**config.mk**
```make
export PLATFORM = sky130hd
export DESIGN_NAME = pipeline_ctrl_flat
export DESIGN_NICKNAME = d
export VERILOG_FILES = /design/src/rtl/pipeline_ctrl_if.sv /design/src/rtl/pipeline_ctrl.sv /design/src/flat_wrapper.sv
export SDC_FILE = /design/constraint.sdc
export NUM_CORES = 1
export LEC_CHECK = 0
export CORE_MARGIN = 2
export CORE_UTILIZATION = 41
export DETAILED_ROUTE_END_ITERATION = 8
export PLACE_DENSITY = 0.75
export SYNTH_ARGS = -nofsm -noshare
export SYNTH_HDL_FRONTEND = slang
export SYNTH_SLANG_ARGS = --single-unit
```
**constraint.sdc**
```tcl
create_clock -name CLK -period 1.9 [get_ports CLK]
set_input_delay 0.19 -clock CLK [delete_from_list [all_inputs] [get_ports CLK]]
set_output_delay 0.19 -clock CLK [all_outputs]
set_load 0.005 [all_outputs]
```
**src/rtl/pipeline_ctrl_if.sv**
```systemverilog
// Status/control bundle between the datapath (master) and the hazard controller (slave).
interface pipeline_ctrl_if #(
  parameter int CNT_W = 16
);
  logic             ihit;
  logic             dhit;
  logic [4:0]       id_rs;
  logic [4:0]       id_rt;
  logic             idex_dREN;
  logic [4:0]       idex_wsel;
  logic             exmem_dREN;
  logic             exmem_dWEN;
  logic             branch_mem;
  logic             halt_mem;
  logic             pc_en;
  logic             ifid_en;
  logic             idex_en;
  logic             exmem_en;
  logic             memwb_en;
  logic             ifid_flush;
  logic             idex_flush;
  logic             exmem_flush;
  logic             memwb_flush;
  logic             halted;
  logic [CNT_W-1:0] stall_cnt;
  logic [CNT_W-1:0] flush_cnt;

  modport master (
    output ihit, dhit, id_rs, id_rt, idex_dREN, idex_wsel,
           exmem_dREN, exmem_dWEN, branch_mem, halt_mem,
    input  pc_en, ifid_en, idex_en, exmem_en, memwb_en,
           ifid_flush, idex_flush, exmem_flush, memwb_flush,
           halted, stall_cnt, flush_cnt
  );

  modport slave (
    input  ihit, dhit, id_rs, id_rt, idex_dREN, idex_wsel,
           exmem_dREN, exmem_dWEN, branch_mem, halt_mem,
    output pc_en, ifid_en, idex_en, exmem_en, memwb_en,
           ifid_flush, idex_flush, exmem_flush, memwb_flush,
           halted, stall_cnt, flush_cnt
  );
endinterface

```
**src/rtl/pipeline_ctrl.sv**
```systemverilog
// Hazard/stall controller: per-latch enable/flush and PC enable decided combinationally,
// with a RUN/MEMWAIT/HALTED FSM and saturating stall/flush counters.
module pipeline_ctrl #(
  parameter int CNT_W = 16
) (
  input  logic            CLK,
  input  logic            nRST,
  pipeline_ctrl_if.slave  bus
);

  typedef enum logic [1:0] {RUN, MEMWAIT, HALTED} state_t;

  state_t           state_q;
  logic             halted_q;
  logic [CNT_W-1:0] stall_cnt_q;
  logic [CNT_W-1:0] flush_cnt_q;

  logic mem_pend;
  logic loaduse;
  logic halt_take;
  logic pend_take;
  logic branch_take;
  logic stall_inc;

  logic pc_en, ifid_en, idex_en, exmem_en, memwb_en;
  logic ifid_flush, idex_flush, exmem_flush, memwb_flush;

  assign mem_pend = (bus.exmem_dREN | bus.exmem_dWEN) & ~bus.dhit;
  assign loaduse  = bus.idex_dREN & (bus.idex_wsel != 5'd0) &
                    ((bus.idex_wsel == bus.id_rs) | (bus.idex_wsel == bus.id_rt));

  // MEMWAIT resolves through mem_pend itself, so RUN and MEMWAIT share one priority chain.
  always_comb begin
    pc_en       = 1'b1;
    ifid_en     = 1'b1;
    idex_en     = 1'b1;
    exmem_en    = 1'b1;
    memwb_en    = 1'b1;
    ifid_flush  = 1'b0;
    idex_flush  = 1'b0;
    exmem_flush = 1'b0;
    memwb_flush = 1'b0;
    halt_take   = 1'b0;
    pend_take   = 1'b0;
    branch_take = 1'b0;
    if (!nRST) begin
      pc_en       = 1'b0;
      ifid_en     = 1'b0;
      idex_en     = 1'b0;
      exmem_en    = 1'b0;
      memwb_en    = 1'b0;
      ifid_flush  = 1'b1;
      idex_flush  = 1'b1;
      exmem_flush = 1'b1;
      memwb_flush = 1'b1;
    end else if (state_q == HALTED) begin
      pc_en    = 1'b0;
      ifid_en  = 1'b0;
      idex_en  = 1'b0;
      exmem_en = 1'b0;
      memwb_en = 1'b0;
    end else if (bus.halt_mem) begin
      halt_take   = 1'b1;
      pc_en       = 1'b0;
      ifid_flush  = 1'b1;
      idex_flush  = 1'b1;
      exmem_flush = 1'b1;
    end else if (mem_pend) begin
      pend_take   = 1'b1;
      pc_en       = 1'b0;
      ifid_en     = 1'b0;
      idex_en     = 1'b0;
      exmem_en    = 1'b0;
      memwb_flush = 1'b1;
    end else if (bus.branch_mem) begin
      branch_take = 1'b1;
      ifid_flush  = 1'b1;
      idex_flush  = 1'b1;
      exmem_flush = 1'b1;
    end else if (loaduse) begin
      pc_en      = 1'b0;
      ifid_en    = 1'b0;
      idex_flush = 1'b1;
    end else if (!bus.ihit) begin
      pc_en      = 1'b0;
      ifid_flush = 1'b1;
    end
  end

  assign stall_inc = (state_q != HALTED) & ~pc_en;

  always_ff @(posedge CLK or negedge nRST) begin
    if (!nRST) begin
      state_q     <= RUN;
      halted_q    <= 1'b0;
      stall_cnt_q <= '0;
      flush_cnt_q <= '0;
    end else begin
      if (state_q != HALTED) begin
        if (halt_take) begin
          state_q  <= HALTED;
          halted_q <= 1'b1;
        end else if (pend_take) begin
          state_q <= MEMWAIT;
        end else begin
          state_q <= RUN;
        end
      end
      if (stall_inc && !(&stall_cnt_q))
        stall_cnt_q <= stall_cnt_q + 1'b1;
      if (branch_take && !(&flush_cnt_q))
        flush_cnt_q <= flush_cnt_q + 1'b1;
    end
  end

  assign bus.pc_en       = pc_en;
  assign bus.ifid_en     = ifid_en;
  assign bus.idex_en     = idex_en;
  assign bus.exmem_en    = exmem_en;
  assign bus.memwb_en    = memwb_en;
  assign bus.ifid_flush  = ifid_flush;
  assign bus.idex_flush  = idex_flush;
  assign bus.exmem_flush = exmem_flush;
  assign bus.memwb_flush = memwb_flush;
  assign bus.halted      = halted_q;
  assign bus.stall_cnt   = stall_cnt_q;
  assign bus.flush_cnt   = flush_cnt_q;

endmodule

```
**src/flat_wrapper.sv**
```systemverilog
// flat-port wrapper written by rule: the top's interface ports become plain ports
module pipeline_ctrl_flat 
#(
  parameter int CNT_W = 16
)
  (CLK, nRST, bus_ihit, bus_dhit, bus_id_rs, bus_id_rt, bus_idex_dREN, bus_idex_wsel, bus_exmem_dREN, bus_exmem_dWEN, bus_branch_mem, bus_halt_mem, bus_pc_en, bus_ifid_en, bus_idex_en, bus_exmem_en, bus_memwb_en, bus_ifid_flush, bus_idex_flush, bus_exmem_flush, bus_memwb_flush, bus_halted, bus_stall_cnt, bus_flush_cnt);
  pipeline_ctrl_if #(.CNT_W(CNT_W)) bus_i ();
  input  logic CLK;
  input  logic nRST;
  input wire logic [$bits(bus_i.ihit)-1:0] bus_ihit;
  input wire logic [$bits(bus_i.dhit)-1:0] bus_dhit;
  input wire logic [$bits(bus_i.id_rs)-1:0] bus_id_rs;
  input wire logic [$bits(bus_i.id_rt)-1:0] bus_id_rt;
  input wire logic [$bits(bus_i.idex_dREN)-1:0] bus_idex_dREN;
  input wire logic [$bits(bus_i.idex_wsel)-1:0] bus_idex_wsel;
  input wire logic [$bits(bus_i.exmem_dREN)-1:0] bus_exmem_dREN;
  input wire logic [$bits(bus_i.exmem_dWEN)-1:0] bus_exmem_dWEN;
  input wire logic [$bits(bus_i.branch_mem)-1:0] bus_branch_mem;
  input wire logic [$bits(bus_i.halt_mem)-1:0] bus_halt_mem;
  output wire logic [$bits(bus_i.pc_en)-1:0] bus_pc_en;
  output wire logic [$bits(bus_i.ifid_en)-1:0] bus_ifid_en;
  output wire logic [$bits(bus_i.idex_en)-1:0] bus_idex_en;
  output wire logic [$bits(bus_i.exmem_en)-1:0] bus_exmem_en;
  output wire logic [$bits(bus_i.memwb_en)-1:0] bus_memwb_en;
  output wire logic [$bits(bus_i.ifid_flush)-1:0] bus_ifid_flush;
  output wire logic [$bits(bus_i.idex_flush)-1:0] bus_idex_flush;
  output wire logic [$bits(bus_i.exmem_flush)-1:0] bus_exmem_flush;
  output wire logic [$bits(bus_i.memwb_flush)-1:0] bus_memwb_flush;
  output wire logic [$bits(bus_i.halted)-1:0] bus_halted;
  output wire logic [$bits(bus_i.stall_cnt)-1:0] bus_stall_cnt;
  output wire logic [$bits(bus_i.flush_cnt)-1:0] bus_flush_cnt;
  assign bus_i.ihit = bus_ihit;
  assign bus_i.dhit = bus_dhit;
  assign bus_i.id_rs = bus_id_rs;
  assign bus_i.id_rt = bus_id_rt;
  assign bus_i.idex_dREN = bus_idex_dREN;
  assign bus_i.idex_wsel = bus_idex_wsel;
  assign bus_i.exmem_dREN = bus_exmem_dREN;
  assign bus_i.exmem_dWEN = bus_exmem_dWEN;
  assign bus_i.branch_mem = bus_branch_mem;
  assign bus_i.halt_mem = bus_halt_mem;
  assign bus_pc_en = bus_i.pc_en;
  assign bus_ifid_en = bus_i.ifid_en;
  assign bus_idex_en = bus_i.idex_en;
  assign bus_exmem_en = bus_i.exmem_en;
  assign bus_memwb_en = bus_i.memwb_en;
  assign bus_ifid_flush = bus_i.ifid_flush;
  assign bus_idex_flush = bus_i.idex_flush;
  assign bus_exmem_flush = bus_i.exmem_flush;
  assign bus_memwb_flush = bus_i.memwb_flush;
  assign bus_halted = bus_i.halted;
  assign bus_stall_cnt = bus_i.stall_cnt;
  assign bus_flush_cnt = bus_i.flush_cnt;
  pipeline_ctrl #(.CNT_W(CNT_W)) u_core (.CLK(CLK), .nRST(nRST), .bus(bus_i));
endmodule
```
==> results of run 1 <==
==> state kept, by name, indices dropped and copies added (netlist names) <==
name,count
u_core.bus.flush_cnt,16
u_core.bus.stall_cnt,16
u_core.state_q,2
u_core.bus.halted,1
==> synthesized netlist by cell type, drive strengths merged <==
cell type and instances:
mux2 3, nor3b 1, nand2b 3, nor3 9, nor4 1, nand3b 1
a31o 1, or4 1, nor2b 2, o31ai 1, a21oi 5, dfrtp 35
and3 5, nor2 18, o21ai 4, o21bai 2, xor2 16, inv 4
xnor2 22, ha 2, o211a 1, o22ai 1, a211oi 1, o21a 1
buf 2, and4 1, nand3 10, or2b 1, nand4 12, and2 1
nand2 25
==> worst paths after layout <==
kind	slack (ps)	endpoint	startpoint
max	50	bus_ifid_flush	bus_idex_wsel[4]
min	60	u_core.bus.stall_cnt[9]	nRST
max reg2reg	110	u_core.bus.flush_cnt[1]	u_core.state_q[1]
min reg2reg	480	u_core.bus.stall_cnt[14]	u_core.bus.stall_cnt[14]
max in group asynchronous	1520	u_core.bus.flush_cnt[5]	nRST
min in group CLK	260	u_core.state_q[0]	nRST
==> power by group through the flow <==
stage	logic (mW)	clock network [mW]	registers (mW)
detailed placement	0.164	0	0.767
finish	0.180	0.480	0.754
CTS	0.177	0.506	0.753
global route	0.196	0.534	0.753
global placement	0.160	0	0.767
floorplan	0.0436	0	0.769
==> logic make-up (layout without fill, tap and decap cells) <==
group / count (synthesis) / in the layout / share of synthesized area
simple gates: 91 / 91 / 0.2408
xor+xnor: 38 / 38 / 0.1750
flops: 35 / 35 / 0.4605
compound gates: 17 / 17 / 0.07304
buf+inv: 6 / 108 / 0.01776
mux: 3 / 3 / 0.01973
fa+ha+maj: 2 / 2 / 0.01316
==> routing by layer <==
metal,vias to the layer above,share of wire,global-route usage,wire length [µm]
li1,863,-,-,-
met4,0,0.018,0.08805,86
met5,-,0,0,0
met2,52,0.50,0.3374,2402
met1,837,0.43,0.2358,2066
met3,7,0.057,0.03333,276
==> layout make-up <==
class                           count  area share
Multi-Input combinational cell    151      0.3531
Timing Repair Buffer               98      0.3058
Sequential cell                    35      0.2905
Clock buffer                        6     0.02407
Tap cell                           52     0.02158
Inverter                            4    0.004979
==> through the flow <==
stage	power (mW)	hold WS, ps
2_1_floorplan	0.8125	-105.6
3_3_place_gp	0.9274	349.7
3_5_place_dp	0.9314	362.9
4_1_cts	1.436	52.10
5_1_grt	1.484	101.3
6_report	1.414	57.74
==> repair_timing <==
item | 4_1_cts | 5_1_grt
setup buffers | 4 | 0
resized for setup | 40 | 23
pin swaps | 8 | 21
setup endpoints to repair | 24 | 31
cloned | 0 | 0
==> results.sh, run 1 <==
export IMPL_status="finished clean"
export IMPL_max_cap_violations=0
export IMPL_track_usage=0.1945
export IMPL_layout_setup_ws_ps=54.40
export IMPL_die_h_um=72.11
export IMPL_crit_path_cell_trace="buf_6 > or4_4 > o21ai_4 > buf_6 > nor2b_4 > o211a_1 > o31ai_2 > buf_2"
export IMPL_syn_area_um2=1902
export IMPL_htreeDepth=2
export IMPL_grt_ovfl_total=0
export IMPL_vias=1759
export IMPL_crit_top_cell="buf_6"
export IMPL_regArea_um2=875.8
export IMPL_p_clk_frac=0.339
export IMPL_switchingPower_mw=0.3169
export IMPL_worst_pin_slew_ps=447.1
export IMPL_synthTopCellsByArea="dfrtp_1 (46%), xnor2_1 (10%), xor2_1 (7.4%), nand2_1 (4.9%), nand4_1 (3.6%)"
export IMPL_design_area_um2=3015
export IMPL_core_um2=4414
export IMPL_avgViaCountPerCell=5.084
export IMPL_dr_pass1_iters=4
export IMPL_fin_crit_ps=1846
export IMPL_antenna_found_initial=0
export IMPL_fin_setup_tns_ps=0
export IMPL_rows=24
export IMPL_path_delay_family="simple AND/OR/NAND/NOR gates"
export IMPL_multi_input_area_um2=1065
export IMPL_placed_cell_area_um2=2811
export IMPL_seqPwrFrac=0.533
export IMPL_fmax_ghz=0.5418
export IMPL_drtIter0Drc=80
export IMPL_die_area_um2=5199
export IMPL_instances_no_fill=346
export IMPL_cp_start_kind="primary input"
export IMPL_rsz0062_at_grt="yes"
export IMPL_cp_arrival_ps=1660
export IMPL_nets=321
export IMPL_syn_area_per_cell_um2=9.905
export IMPL_final_common_cell="clkdlybuf4s50_1"
export IMPL_hpwl_um=3601
export IMPL_synth_distinct_cells=40
export IMPL_synth_seq_cells=35
export IMPL_drv_slew=0
export IMPL_io_pin_count=66
export IMPL_cts_tree="yes"
export IMPL_clkSinkCount=35
export IMPL_initial_core_util=0.4308
export IMPL_p_leak_nw=1.495
export IMPL_postCtsHoldBufs=0
export IMPL_critPathMaxStageDelay_ps=540
export IMPL_place_ws_ps=-692.1
export IMPL_cts_made_buffers=5
export IMPL_crit_path_end_kind="output port"
export IMPL_synth_cells=192
export IMPL_powerDensity_nw_per_um2=468.9
export IMPL_routedWlPerCell_um=13.97
export IMPL_setup_viol=0
export IMPL_yosys_area_top_type="dfrtp_1"
export IMPL_clock_skew_final_ps=7.297
export IMPL_n_antenna_cell=0
export IMPL_critPathBufInv=3
export IMPL_final_cell_mix="clkdlybuf4s50_1 (40), dfrtp_1 (35), buf_4 (31)"
export IMPL_cts_root_buf="clkbuf_8"
export IMPL_switching_share=0.2241
export IMPL_slew_headroom=0.7019
export IMPL_clockBufferDepth=2
export IMPL_grt_pass1_vias=1792
export IMPL_hp_class="primary input to async pin"
export IMPL_fillers=346
export IMPL_ys_seq_area_frac=0.4605
export IMPL_ir_worst_vdd_mv=0.3699
export IMPL_synth_top_area_share=0.4605
export IMPL_ant_nets=0
export IMPL_hold_violations=0
export IMPL_final_util=0.6831
export IMPL_drc_errors=0
export IMPL_die_w_um=72.11
export IMPL_port_buffers=65
export IMPL_routed_wl_um=4832
export IMPL_fin_crit_sh=0.9714
export IMPL_criticalPathCategory="primary input to output port"
export IMPL_grt_max_degree=37
export IMPL_crit_cells=8
export IMPL_clkTransAtPathRegs_ps=70
export IMPL_cp_required_ps=1710
export IMPL_ys_warn_count=0
export IMPL_synth_nets=218
export IMPL_gp_congestion=0.8013
export IMPL_worstPathMaxFanout=2
export IMPL_reg2reg_depth=6
export IMPL_layout_area_overhead_vs_synth_pct=58.55
export IMPL_intPower_mw=1.097
export IMPL_comb_power_share=0.128
export IMPL_critPathSlowestCell="or4_4"
export IMPL_layout_drive_gt1_share=0.2245
export IMPL_grt_pass1_wl_um=7803
export IMPL_place_inst=336
export IMPL_clock_latency_ps=280
(Power assumes the default switching activity.)
==> run 2, diff against run 1 <==
--- a/config.mk
+++ b/config.mk
@@ -5,6 +5,7 @@
 export SDC_FILE = /design/constraint.sdc
 export NUM_CORES = 1
 export LEC_CHECK = 0
+export CORE_ASPECT_RATIO = 0.7
 export CORE_MARGIN = 2
 export CORE_UTILIZATION = 41
 export DETAILED_ROUTE_END_ITERATION = 8
==> results.sh, run 2 (same netlist as run 1, synthesis figures left out) <==
export IMPL_status="complete, but fails checks"
export IMPL_failed_checks="setup timing"
export IMPL_layout_drive_gt1_share=0.2234
export IMPL_worstSetupStartpoint="bus_idex_wsel[2]"
export IMPL_cts_tree="yes"
export IMPL_slew_headroom=0.6928
export IMPL_io_pin_count=66
export IMPL_ant_nets=0
export IMPL_die_area_um2=5208
export IMPL_hpwl_um=3478
export IMPL_die_w_um=85.41
export IMPL_grt_max_degree=38
export IMPL_drtIter0Drc=65
export IMPL_grt_pass1_wl_um=7941
export IMPL_worstPathMaxFanout=2
export IMPL_dr_pass1_iters=4
export IMPL_n_antenna_cell=0
export IMPL_avgViaCountPerCell=4.965
export IMPL_clock_latency_ps=290
export IMPL_reg2reg_depth=6
export IMPL_cp_required_ps=1710
export IMPL_crit_path_end="bus_ifid_flush"
export IMPL_gp_congestion=0.8136
export IMPL_hold_violations=0
export IMPL_r2r_slack_ps=130
export IMPL_track_usage=0.1976
export IMPL_layout_area_overhead_vs_synth_pct=57.43
export IMPL_layout_setup_ws_ps=-0.9610
export IMPL_max_cap_violations=0
export IMPL_initial_core_util=0.4318
export IMPL_die_h_um=60.98
export IMPL_drc_errors=0
export IMPL_clockBufferDepth=2
export IMPL_p_leak_nw=1.407
export IMPL_nets=316
export IMPL_port_buffers=65
export IMPL_p_total_mw=1.721
export IMPL_final_common_cell="clkdlybuf4s50_1"
export IMPL_core_um2=4404
export IMPL_clkTransAtPathRegs_ps=80
export IMPL_vias=1718
export IMPL_worst_pin_slew_ps=460.8
export IMPL_drv_slew=0
export IMPL_ir_worst_vdd_mv=0.3960
export IMPL_fmax_ghz=0.5261
export IMPL_htreeDepth=2
export IMPL_rsz0062_at_grt="yes"
export IMPL_clock_skew_final_ps=6.753
export IMPL_fillers=353
export IMPL_routedWlPerCell_um=13.68
export IMPL_crit_path_end_kind="output port"
export IMPL_setup_viol=1
export IMPL_final_util=0.6798
export IMPL_whs_ps=34.77
export IMPL_cts_root_buf="clkbuf_8"
export IMPL_grt_pass1_vias=1720
export IMPL_rr_endpoint="u_core.bus.stall_cnt[1]"
export IMPL_rows=20
export IMPL_cp_start_kind="primary input"
export IMPL_final_cell_mix="clkdlybuf4s50_1 (50), dfrtp_1 (35), buf_4 (27)"
export IMPL_hp_class="primary input to async pin"
export IMPL_cp_arrival_ps=1710
export IMPL_cts_made_buffers=5
export IMPL_clkSinkCount=35
export IMPL_grt_ovfl_total=0
export IMPL_criticalPathCategory="primary input to output port"
export IMPL_fin_crit_sh=1.001
export IMPL_fin_setup_tns_ps=-0.9610
export IMPL_antenna_found_initial=0
export IMPL_r2r_start="u_core.bus.stall_cnt[0]"
export IMPL_fin_crit_ps=1901
export IMPL_powerDensity_nw_per_um2=574.9
export IMPL_routed_wl_um=4733
run 2: cell count changes in the layout (fill, tap and decap cells not counted), moves of 2 or more:
cell,delta
buf_6,-3
clkdlybuf4s50_1,+10
bufinv_16,+2
clkdlybuf4s15_2,-2
dlygate4sd2_1,-4
buf_4,-4
clkbuf_2,+2
buf_2,+2
dlymetal6s2s_1,-8
run 2: layer usage:
metal	vias to the layer above	wire length, µm	global-route usage	share of wire
met5	-	0	0	0
met1	820	2282	0.2643	0.48
met4	0	53	0.05669	0.011
met2	34	2209	0.3248	0.47
li1	858	-	-	-
met3	6	186	0.05034	0.039
run 2: area by class of cell:
| class | instances | area, µm² | share of cell area |
|---|---|---|---|
| clock buffer | 5 | 68.82 | 0.02298 |
| clock inverter | 3 | 67.56 | 0.02257 |
| inverter | 4 | 15.01 | 0.005015 |
| multi-input combinational | 151 | 1047 | 0.3498 |
| sequential | 35 | 875.8 | 0.2925 |
| tap | 55 | 68.82 | 0.02298 |
| timing repair buffer | 93 | 850.8 | 0.2842 |
run 2: what timing repair did:
action                                  4_1_cts  5_1_grt
endpoints found under the setup margin        8       14
hold buffers                                  0        0
hold endpoints to repair                      0        0
resized for setup                            29       22
pin swaps                                     5       14
buffers inserted                              1        0
run 2: worst min-delay path by stage:
| stage | to | start | slack, ps |
|---|---|---|---|
| floorplan | u_core.bus.flush_cnt[0] | nRST | -110 |
| global placement | u_core.state_q[0] | nRST | 330 |
| detailed placement | u_core.bus.halted | nRST | 330 |
| CTS | u_core.bus.stall_cnt[11] | nRST | 8 |
| global route | u_core.bus.stall_cnt[11] | nRST | 90 |
| finish | u_core.bus.stall_cnt[11] | nRST | 30 |
run 2: per-stage QoR:
step	cell area [µm²]	setup WS, ps	std cells
after global placement	2813	-615.7	337
after floorplan	1902	86.75	192
final	2994	-0.9610	346
after CTS	2953	-16.45	346
after detailed placement	2813	-616.0	337
after global routing	2994	-94.80	346
run 2: where the power goes:
part           internal [mW]  switching (mW)  leakage (nW)
registers              0.749         0.00479         0.478
clock network          0.523           0.279        0.0644
logic                 0.0948          0.0710         0.864
total                   1.37           0.354          1.41
run 2: worst max-delay path, cell delays in order:
cell and delay (ps):
buf_6 90, or4_4 520, o21ai_2 130, buf_4 140, nor2b_4 30, o211a_1 220
o31ai_2 220, buf_2 160
